## config.mk

```make
export PLATFORM = sky130hd
export DESIGN_NAME = mem_port_arbiter
export DESIGN_NICKNAME = d
export VERILOG_FILES = /design/src/rtl/cpu_pkg.sv /design/src/rtl/arb_prio_sel.sv /design/src/rtl/mem_port_arbiter.sv
export SDC_FILE = /design/constraint.sdc
export NUM_CORES = 1
export LEC_CHECK = 0
export ABC_AREA = 1
export ABC_CLOCK_PERIOD_IN_PS = 1950
export CAP_MARGIN = 5
export CORE_UTILIZATION = 36
export CTS_BUF_LIST = sky130_fd_sc_hd__clkbuf_16
export DETAILED_ROUTE_END_ITERATION = 10
export GPL_ROUTABILITY_DRIVEN = 0
export PLACE_DENSITY = 0.85
export SETUP_SLACK_MARGIN = 0.02
export SYNTH_ARGS = -nofsm -noshare
export SYNTH_HDL_FRONTEND = slang
export SYNTH_SLANG_ARGS = --single-unit
export TNS_END_PERCENT = 50
```

## constraint.sdc

```tcl
create_clock -name clk -period 1.95 [get_ports clk]
set_input_delay 0.195 -clock clk [delete_from_list [all_inputs] [get_ports clk]]
set_output_delay 0.195 -clock clk [all_outputs]
set_load 0.02 [all_outputs]
```

## src/rtl/cpu_pkg.sv

```systemverilog
// Shared definitions for the memory port arbiter: FSM encodings, owner codes
// and default bus widths.
package cpu_pkg;

    localparam int AW_DEF = 32;
    localparam int DW_DEF = 32;

    localparam logic [1:0] ST_IDLE = 2'd0;
    localparam logic [1:0] ST_REQ  = 2'd1;
    localparam logic [1:0] ST_WAIT = 2'd2;

    localparam logic OWN_IF = 1'b0;
    localparam logic OWN_D  = 1'b1;

    // Counter width able to hold 0..max_streak inclusive.
    function automatic int streak_width(input int max_streak);
        return (max_streak < 1) ? 1 : $clog2(max_streak + 1);
    endfunction

endpackage

```

## src/rtl/arb_prio_sel.sv

```systemverilog
// Winner selection for the memory port: data by default, fetch when alone or
// when the data streak has reached its limit. Holds the registered streak count.
module arb_prio_sel
    import cpu_pkg::*;
#(
    parameter int MAX_D_STREAK = 4
) (
    input  logic clk,
    input  logic reset,
    input  logic en,
    input  logic if_req,
    input  logic if_block,
    input  logic d_req,
    output logic if_win,
    output logic d_win
);

    localparam int SW = streak_width(MAX_D_STREAK);
    localparam logic [SW-1:0] STREAK_MAX = SW'(MAX_D_STREAK);

    logic [SW-1:0] streak;
    logic          at_limit;
    logic          if_cand;

    always_comb begin
        at_limit = (streak == STREAK_MAX);
        if_cand  = if_req && !if_block;
        if_win   = en && if_cand && (!d_req || at_limit);
        d_win    = en && d_req && !(if_cand && at_limit);
    end

    // The streak only counts data grants that made a pending fetch wait.
    always_ff @(posedge clk or negedge reset) begin
        if (!reset) begin
            streak <= '0;
        end else if (if_win || (d_win && !if_req)) begin
            streak <= '0;
        end else if (d_win && !at_limit) begin
            streak <= streak + 1'b1;
        end
    end

endmodule

```

## src/rtl/mem_port_arbiter.sv

```systemverilog
// Shares one single-port memory between fetch and load/store, one transaction
// at a time. Define MEM_ARB_PERF_EN to add the perf_if_wait/perf_d_wait counters.
module mem_port_arbiter
    import cpu_pkg::*;
#(
    parameter int AW           = AW_DEF,
    parameter int DW           = DW_DEF,
    parameter int MAX_D_STREAK = 4
) (
    input  logic              clk,
    input  logic              reset,
    input  logic              if_req,
    input  logic [AW-1:0]     if_addr,
    input  logic              if_flush,
    output logic              if_gnt,
    output logic              if_rvalid,
    output logic [DW-1:0]     if_rdata,
    input  logic              d_req,
    input  logic              d_we,
    input  logic [AW-1:0]     d_addr,
    input  logic [DW-1:0]     d_wdata,
    input  logic [DW/8-1:0]   d_be,
    output logic              d_gnt,
    output logic              d_rvalid,
    output logic [DW-1:0]     d_rdata,
    output logic              mem_req,
    output logic              mem_we,
    output logic [AW-1:0]     mem_addr,
    output logic [DW-1:0]     mem_wdata,
    output logic [DW/8-1:0]   mem_be,
    input  logic              mem_gnt,
    input  logic              mem_rvalid,
    input  logic [DW-1:0]     mem_rdata
`ifdef MEM_ARB_PERF_EN
    ,
    output logic [31:0]       perf_if_wait,
    output logic [31:0]       perf_d_wait
`endif
);

    logic [1:0] state;
    logic       owner;
    logic       drop;
    logic       grant_en;
    logic       if_win;
    logic       d_win;
    logic       flush_own;
    logic       resp_ok;

    // Grants are combinational but forced low while reset is asserted.
    assign grant_en  = reset && (state == ST_IDLE);
    assign flush_own = if_flush && (owner == OWN_IF);

    arb_prio_sel #(
        .MAX_D_STREAK(MAX_D_STREAK)
    ) u_sel (
        .clk      (clk),
        .reset    (reset),
        .en       (grant_en),
        .if_req   (if_req),
        .if_block (if_flush),
        .d_req    (d_req),
        .if_win   (if_win),
        .d_win    (d_win)
    );

    assign if_gnt = if_win;
    assign d_gnt  = d_win;

    // The mem_* outputs are the payload registers themselves, so the memory
    // side only ever sees clean registered values.
    always_ff @(posedge clk or negedge reset) begin
        if (!reset) begin
            state     <= ST_IDLE;
            owner     <= OWN_IF;
            drop      <= 1'b0;
            mem_req   <= 1'b0;
            mem_we    <= 1'b0;
            mem_addr  <= '0;
            mem_wdata <= '0;
            mem_be    <= '0;
        end else begin
            case (state)
                ST_IDLE: begin
                    drop <= 1'b0;
                    if (if_win) begin
                        state     <= ST_REQ;
                        owner     <= OWN_IF;
                        mem_req   <= 1'b1;
                        mem_we    <= 1'b0;
                        mem_addr  <= if_addr;
                        mem_wdata <= '0;
                        mem_be    <= '1;
                    end else if (d_win) begin
                        state     <= ST_REQ;
                        owner     <= OWN_D;
                        mem_req   <= 1'b1;
                        mem_we    <= d_we;
                        mem_addr  <= d_addr;
                        mem_wdata <= d_wdata;
                        mem_be    <= d_be;
                    end
                end
                ST_REQ: begin
                    if (flush_own && !mem_gnt) begin
                        mem_req <= 1'b0;
                        state   <= ST_IDLE;
                    end else if (mem_gnt) begin
                        mem_req <= 1'b0;
                        state   <= ST_WAIT;
                        if (flush_own) drop <= 1'b1;
                    end
                end
                ST_WAIT: begin
                    if (flush_own) drop <= 1'b1;
                    if (mem_rvalid) state <= ST_IDLE;
                end
                default: state <= ST_IDLE;
            endcase
        end
    end

    // A flush arriving in the response cycle itself also suppresses fetch data.
    always_comb begin
        resp_ok   = (state == ST_WAIT) && mem_rvalid;
        if_rvalid = resp_ok && (owner == OWN_IF) && !drop && !if_flush;
        d_rvalid  = resp_ok && (owner == OWN_D);
        if_rdata  = if_rvalid ? mem_rdata : '0;
        d_rdata   = d_rvalid ? mem_rdata : '0;
    end

`ifdef MEM_ARB_PERF_EN
    always_ff @(posedge clk or negedge reset) begin
        if (!reset) begin
            perf_if_wait <= '0;
            perf_d_wait  <= '0;
        end else begin
            if (if_req && !if_gnt) perf_if_wait <= perf_if_wait + 32'd1;
            if (d_req && !d_gnt)   perf_d_wait  <= perf_d_wait + 32'd1;
        end
    end
`endif

endmodule

```

==> impl_metrics.csv, run 1 <==
group,metric,value,unit
worst_setup_path,critical_path_class,"reg2out",
global_routing,grt_first_pass_wirelength,20.6,mm
routing,num_vias,4596,
clocking,clk_latency,0.32,ns
power_and_ir_drop,power_density,1270,mW/mm^2
global_routing,grt_max_degree,75,
floorplan,core,0.0109,mm^2
clocking,cts_tree,"yes",
worst_setup_path,startpoint_type,"flip-flop",
synth,synth_seq_cells,77,
outcome,status,"finished with violations",
power_and_ir_drop,ir_worst_vdd,0.755,mV
place,io_buffers,277,
routing,drc,0,
worst_setup_path,rr_worst_depth,11,
synth,synth_top_family_by_area,"simple AND/OR/NAND/NOR gates",
synth,syn_area,0.00403,mm^2
synth,synthXorXnorAreaFrac,0,%
timing,setup_viol,11,
synth,synth_top_area_cell,"dfrtp_1",
final_layout,area_growth,87.5,%
routing,drt-vias-per-instance,4.82,
synth,yosysSeqAreaShare,47.8,%
power_and_ir_drop,p_leak,3.73,nW
floorplan,fp.dieW,108,um
timing,tns,-0.148,ns
synth,yosysWarnings,0,
worst_setup_path,r2r-start,"state[1]",
synth,synth_edf_count,0,
routing,drt_iter0_drc,358,
synth,muxShareOfSynthArea,0,%
routing,ant_nets,0,
floorplan,initial_utilization,37.0,%
timing,fin_crit,1.97,ns
synth,synth_fa_ha_area_share,1.55,%
timing,final.period_utilization,101,%
synth,syn_area_per_cell,7.73,um^2
power_and_ir_drop,power,9.57,mW
timing,fin_hold_ws,0.228,ns
synth,synthSimpleGateAreaFrac,39.3,%
routing,wl_per_cell,15.4,um
timing,skew,0.00883,ns
worst_setup_path,slowest_delay,0.39,ns
worst_setup_path,path_cells,"inv_2 > ha_4 > nand2_4 > nor3_4 > nand2_4 > clkbuf_16 > nor2_2 > buf_4",
worst_setup_path,critPathArrivalTime,1.78,ns
synth,synthTopCellsByArea,"dfrtp_1, nand2_1, nor2_1",
synth,synthFlopType,"dfrtp_1",
worst_setup_path,r2r_slack,0.16,ns
routing,dr.pass1.iters,5,
synth,synth-compound-area-share,1.06,%
global_routing,grt_use_total,22.7,%
worst_setup_path,slowest_stage,"dfrtp_1",
hold_path,hold_path_class,"in2async",
final_layout,n_antenna_cell,0,
place,placed_area,0.00697,mm^2
global_routing,antenna_found_initial,0,
final_layout,fin_nets,953,
place,preCtsSetupSlack,-0.193,ns
synth,synth_common_cells,"nand2_1, dfrtp_1, nor2_1",
floorplan,die_y,108,um
floorplan,io_pins,278,
timing,maxSlewViolCount,0,
synth,synth.net_count,666,
clocking,clockBufferDepth,2,
run,maxCapViolCount,0,
global_routing,grt_pass1_vias,4242,
global_routing,grt.overflow.total,0,
clocking,cts_root_buffer,"clkbuf_16",
outcome,violations,"setup timing",
final_layout,design_area,0.00755,mm^2
worst_setup_path,cp-end-kind,"output port",
clocking,htreeDepth,3,
worst_setup_path,crit_buf_inv,3,
clocking,cts_sinks,77,
worst_setup_path,required,1.75,ns
synth,synth_top_cell_area_share,47.8,%
timing,slew_headroom,39.0,%
final_layout,drive_gt1_share,23.9,%
floorplan,rows,38,
floorplan,die_area,0.0116,mm^2
routing,finalWirelength,14.7,mm
worst_setup_path,crit_top_cell,"nand2_4",
worst_setup_path,crit_fanout,8,
timing,hold_viol_final,0,
worst_setup_path,crit_cells,8,
timing,max_freq,506,MHz
timing,tightest_slew,0.915,ns
synth,netlist_instances,521,
synth,postSynth.asyncResetShare,100,%
synth,synth_cell_type_count,27,
place,dp_hpwl,10.4,mm
clocking,cts_buffers,9,
timing,setup_ws,-0.0248,ns
synth,synth.most_common_cell,"nand2_1",
timing,rsz0062_at_grt,"true",
worst_setup_path,path_delay_family,"buffers and inverters",
clocking,clk_pin_slew,0.06,ns
worst_setup_path,reg2reg_to,"mem_addr[13]",
## per-stage QoR
stage	utilization (%)	instances
floorplan	-	521
global placement	64.0	928
detailed placement	64.0	928
CTS	65.2	946
global route	69.4	953
finish	69.4	953
## power by group
part | leakage, nW | internal, mW | switching [mW]
Combinational | 2.61 | 2.26 | 2.58
Sequential | 0.946 | 2.38 | 0.473
Clock | 0.167 | 1.24 | 0.626
Total | 3.73 | 5.89 | 3.68
## placed cells by master (no fill, tap or decap), types with 11 or more instances in the layout
cell type | netlist | layout
nor2_2 | 0 | 26
clkdlybuf4s50_1 | 0 | 208
dfrtp_1 | 77 | 77
clkbuf_16 | 0 | 13
buf_2 | 7 | 24
buf_4 | 3 | 31
inv_1 | 54 | 53
nand2_1 | 183 | 181
nand3_1 | 51 | 51
nor2_4 | 1 | 15
nor2_1 | 70 | 30
nand3_2 | 20 | 20
nand2_2 | 11 | 11
buf_6 | 8 | 27
## kinds of logic after synthesis
kind of cell / count (synthesis)
and+or+nand+nor: 346
buffers and inverters: 85
DFF: 77
AOI/OAI and AO/OA: 8
adders and majority gates: 5
## layout make-up
cell class / instances / area (um^2)
clock buffer: 9 / 225
clock inverter: 7 / 115
fill: 828 / 3330
inverter: 58 / 223
multi-input combinational: 359 / 1900
sequential: 77 / 1930
tap: 140 / 175
timing repair buffer: 303 / 2990
## registers in the layout, indices dropped and copies added (netlist names)
name          cells
drop              1
mem_be            4
state             2
mem_we            1
owner             1
u_sel.streak      3
mem_req           1
mem_wdata        32
mem_addr         32
## worst max-delay path by stage
stage	to	start
6_report	if_rdata[11]	state[0]
5_1_grt	if_rdata[15]	state[0]
4_1_cts	d_rdata[24]	state[0]
3_5_place_dp	if_rdata[11]	mem_rvalid
3_3_place_gp	if_rdata[12]	mem_rvalid
2_1_floorplan	d_rdata[10]	state[0]
## layer usage
layer | global-route usage [%] | share of wire, % | vias to the layer above
li1 | - | - | 2163
met1 | 28.6 | 39 | 2179
met2 | 37.0 | 50 | 234
met3 | 6.54 | 9.5 | 20
met4 | 7.63 | 1.6 | 0
met5 | 0 | 0 | -
## repair_timing
action | 4_1_cts | 5_1_grt
cloned | 1 | 5
pin swaps | 1 | 2
setup endpoints to repair | 68 | 81
gates resized for setup | 292 | 111
hold endpoints to repair | 3 | 0
setup buffers | 0 | 2
hold buffers | 1 | 0
Power figures use the tool's default switching activity.
==> inputs of run 2 (changes only) <==
--- a/config.mk
+++ b/config.mk
@@ -12,6 +12,7 @@
 export CTS_BUF_LIST = sky130_fd_sc_hd__clkbuf_16
 export DETAILED_ROUTE_END_ITERATION = 10
 export GPL_ROUTABILITY_DRIVEN = 0
+export GPL_TIMING_DRIVEN = 0
 export PLACE_DENSITY = 0.85
 export SETUP_SLACK_MARGIN = 0.02
 export SYNTH_ARGS = -nofsm -noshare
==> impl_metrics.csv, run 2 (same netlist as run 1, synthesis figures left out) <==
group,metric,value,unit
clocking,cts_buffers,9,
routing,drt_iter0_drc,318,
power_and_ir_drop,p_leak,3.83,nW
worst_setup_path,crit_buf_inv,5,
timing,fin_crit,2.16,ns
timing,tightest_slew,0.449,ns
power_and_ir_drop,power,9.51,mW
timing,skew,0.00812,ns
timing,setup_ws,-0.211,ns
outcome,violations,"setup timing",
timing,hold_viol_final,0,
clocking,cts_tree,"yes",
global_routing,grt_use_total,25.3,%
worst_setup_path,crit_fanout,5,
final_layout,mostFrequentLayoutCells,"clkdlybuf4s50_1, nand2_1, dfrtp_1",
run,maxCapViolCount,0,
routing,wl_per_cell,17.2,um
clocking,htreeDepth,3,
timing,max_freq,463,MHz
floorplan,die_y,108,um
routing,drc,0,
routing,dr.pass1.iters,5,
power_and_ir_drop,power_density,1190,mW/mm^2
timing,final.period_utilization,111,%
final_layout,fin_nets,979,
worst_setup_path,startpoint_type,"flip-flop",
clocking,cts_root_buffer,"clkbuf_16",
timing,slew_headroom,70.1,%
global_routing,antenna_found_initial,0,
final_layout,layout_commonest_cell,"clkdlybuf4s50_1",
floorplan,rows,38,
floorplan,io_pins,278,
timing,rsz0062_at_grt,"true",
global_routing,grt_pass1_vias,4565,
final_layout,reg_top3,"mem_addr x32, mem_wdata x32, mem_be x4",
floorplan,die_area,0.0116,mm^2
routing,finalWirelength,16.8,mm
floorplan,initial_utilization,37.0,%
worst_setup_path,crit_top_cell,"buf_6",
routing,num_vias,4806,
global_routing,grt_first_pass_wirelength,22.8,mm
routing,drt-vias-per-instance,4.91,
worst_setup_path,path_delay_family,"buffers and inverters",
timing,tns,-4.68,ns
outcome,status,"finished with violations",
routing,ant_nets,0,
final_layout,n_antenna_cell,0,
timing,maxSlewViolCount,0,
worst_setup_path,slowest_delay,0.39,ns
place,io_buffers,277,
worst_setup_path,critical_path_class,"reg2out",
clocking,clk_latency,0.33,ns
timing,setup_viol,58,
global_routing,grt_max_degree,49,
final_layout,area_growth,98.3,%
clocking,cts_sinks,77,
power_and_ir_drop,ir_worst_vdd,0.774,mV
floorplan,fp.dieW,108,um
floorplan,core,0.0109,mm^2
hold_path,hold_path_class,"in2reg",
final_layout,drive_gt1_share,26.9,%
clocking,clockBufferDepth,2,
global_routing,grt.overflow.total,0,
worst_setup_path,slowest_stage,"dfrtp_1",
worst_setup_path,cp-end-kind,"output port",
worst_setup_path,path_cells,"inv_2 > ha_4 > nand2_4 > nor3_4 > nand2_4 > buf_8 > buf_6 > buf_6 > nor2_4 > buf_6",
clocking,clk_pin_slew,0.06,ns
worst_setup_path,required,1.75,ns
worst_setup_path,critPathArrivalTime,1.97,ns
place,dp_hpwl,11.1,mm
run 2: final timing paths:
path	end	slack (ns)	cells after the start	start
min reg2reg	mem_wdata[13]	0.48	2	mem_wdata[13]
max	if_rdata[21]	-0.21	10	state[0]
max reg2reg	mem_addr[8]	0.10	11	state[0]
max in group asynchronous	mem_be[0]	0.67	5	reset
min in group asynchronous	mem_addr[7]	0.53	4	reset
min	mem_wdata[24]	0.40	3	d_wdata[24]
run 2: repair_timing:
| action | CTS | global route |
|---|---|---|
| resized for setup | 303 | 214 |
| cloned | 0 | 1 |
| hold endpoints to repair | 29 | 0 |
| buffers inserted | 10 | 10 |
| hold buffers | 5 | 0 |
| setup endpoints to repair | 68 | 86 |
| pin swaps | 1 | 6 |
run 2: cell type report:
cell class	count	area (um^2)
multi-input cells	359	2040
inverters	58	233
clock buffers	9	225
plain buffers	25	259
clock inverters	7	41.3
well taps	140	175
fillers	737	2900
flip-flops and latches	77	1930
repair buffers	304	3090
run 2: power by group:
part,total [mW],leakage [nW],switching [mW],internal (mW)
combinational,5.10,2.75,2.72,2.38
clock,1.52,0.130,0.664,0.853
sequential,2.88,0.946,0.504,2.38
run 2: per-stage QoR:
stage | cells | setup slack [ns] | utilization [%] | cell area, um^2 | hold WS [ns]
5_1_grt | 979 | -0.293 | 73.4 | 7990 | 0.403
6_report | 979 | -0.211 | 73.4 | 7990 | 0.404
3_5_place_dp | 939 | -0.541 | 64.3 | 7000 | 0.161
4_1_cts | 969 | -0.121 | 67.6 | 7360 | 0.394
2_1_floorplan | 521 | 0.107 | - | 4030 | -0.101
3_3_place_gp | 938 | -3.23 | 64.1 | 6980 | 0.459
run 2: metal layers:
| layer | routed length (um) | GRT usage (%) |
|---|---|---|
| met4 | 604 | 8.71 |
| met2 | 8760 | 43.5 |
| met5 | 0 | 0 |
| met3 | 1380 | 7.38 |
| met1 | 6110 | 30.0 |
run 2: worst register-to-register path, delay by kind of cell, from the launching register on:
family / cells / cell delay [ns]
and+or+nand+nor: 5 / 0.50
adders and majority gates: 1 / 0.17
DFF: 1 / 0.37
buffers and inverters: 5 / 0.74
==> inputs of run 3 (changes only) <==
--- a/config.mk
+++ b/config.mk
@@ -7,7 +7,6 @@
 export LEC_CHECK = 0
 export ABC_AREA = 1
 export ABC_CLOCK_PERIOD_IN_PS = 1950
-export CAP_MARGIN = 5
 export CORE_UTILIZATION = 36
 export CTS_BUF_LIST = sky130_fd_sc_hd__clkbuf_16
 export DETAILED_ROUTE_END_ITERATION = 10
==> results of run 3 <==
Final layout, timing and power as in run 2 (identical DEF).
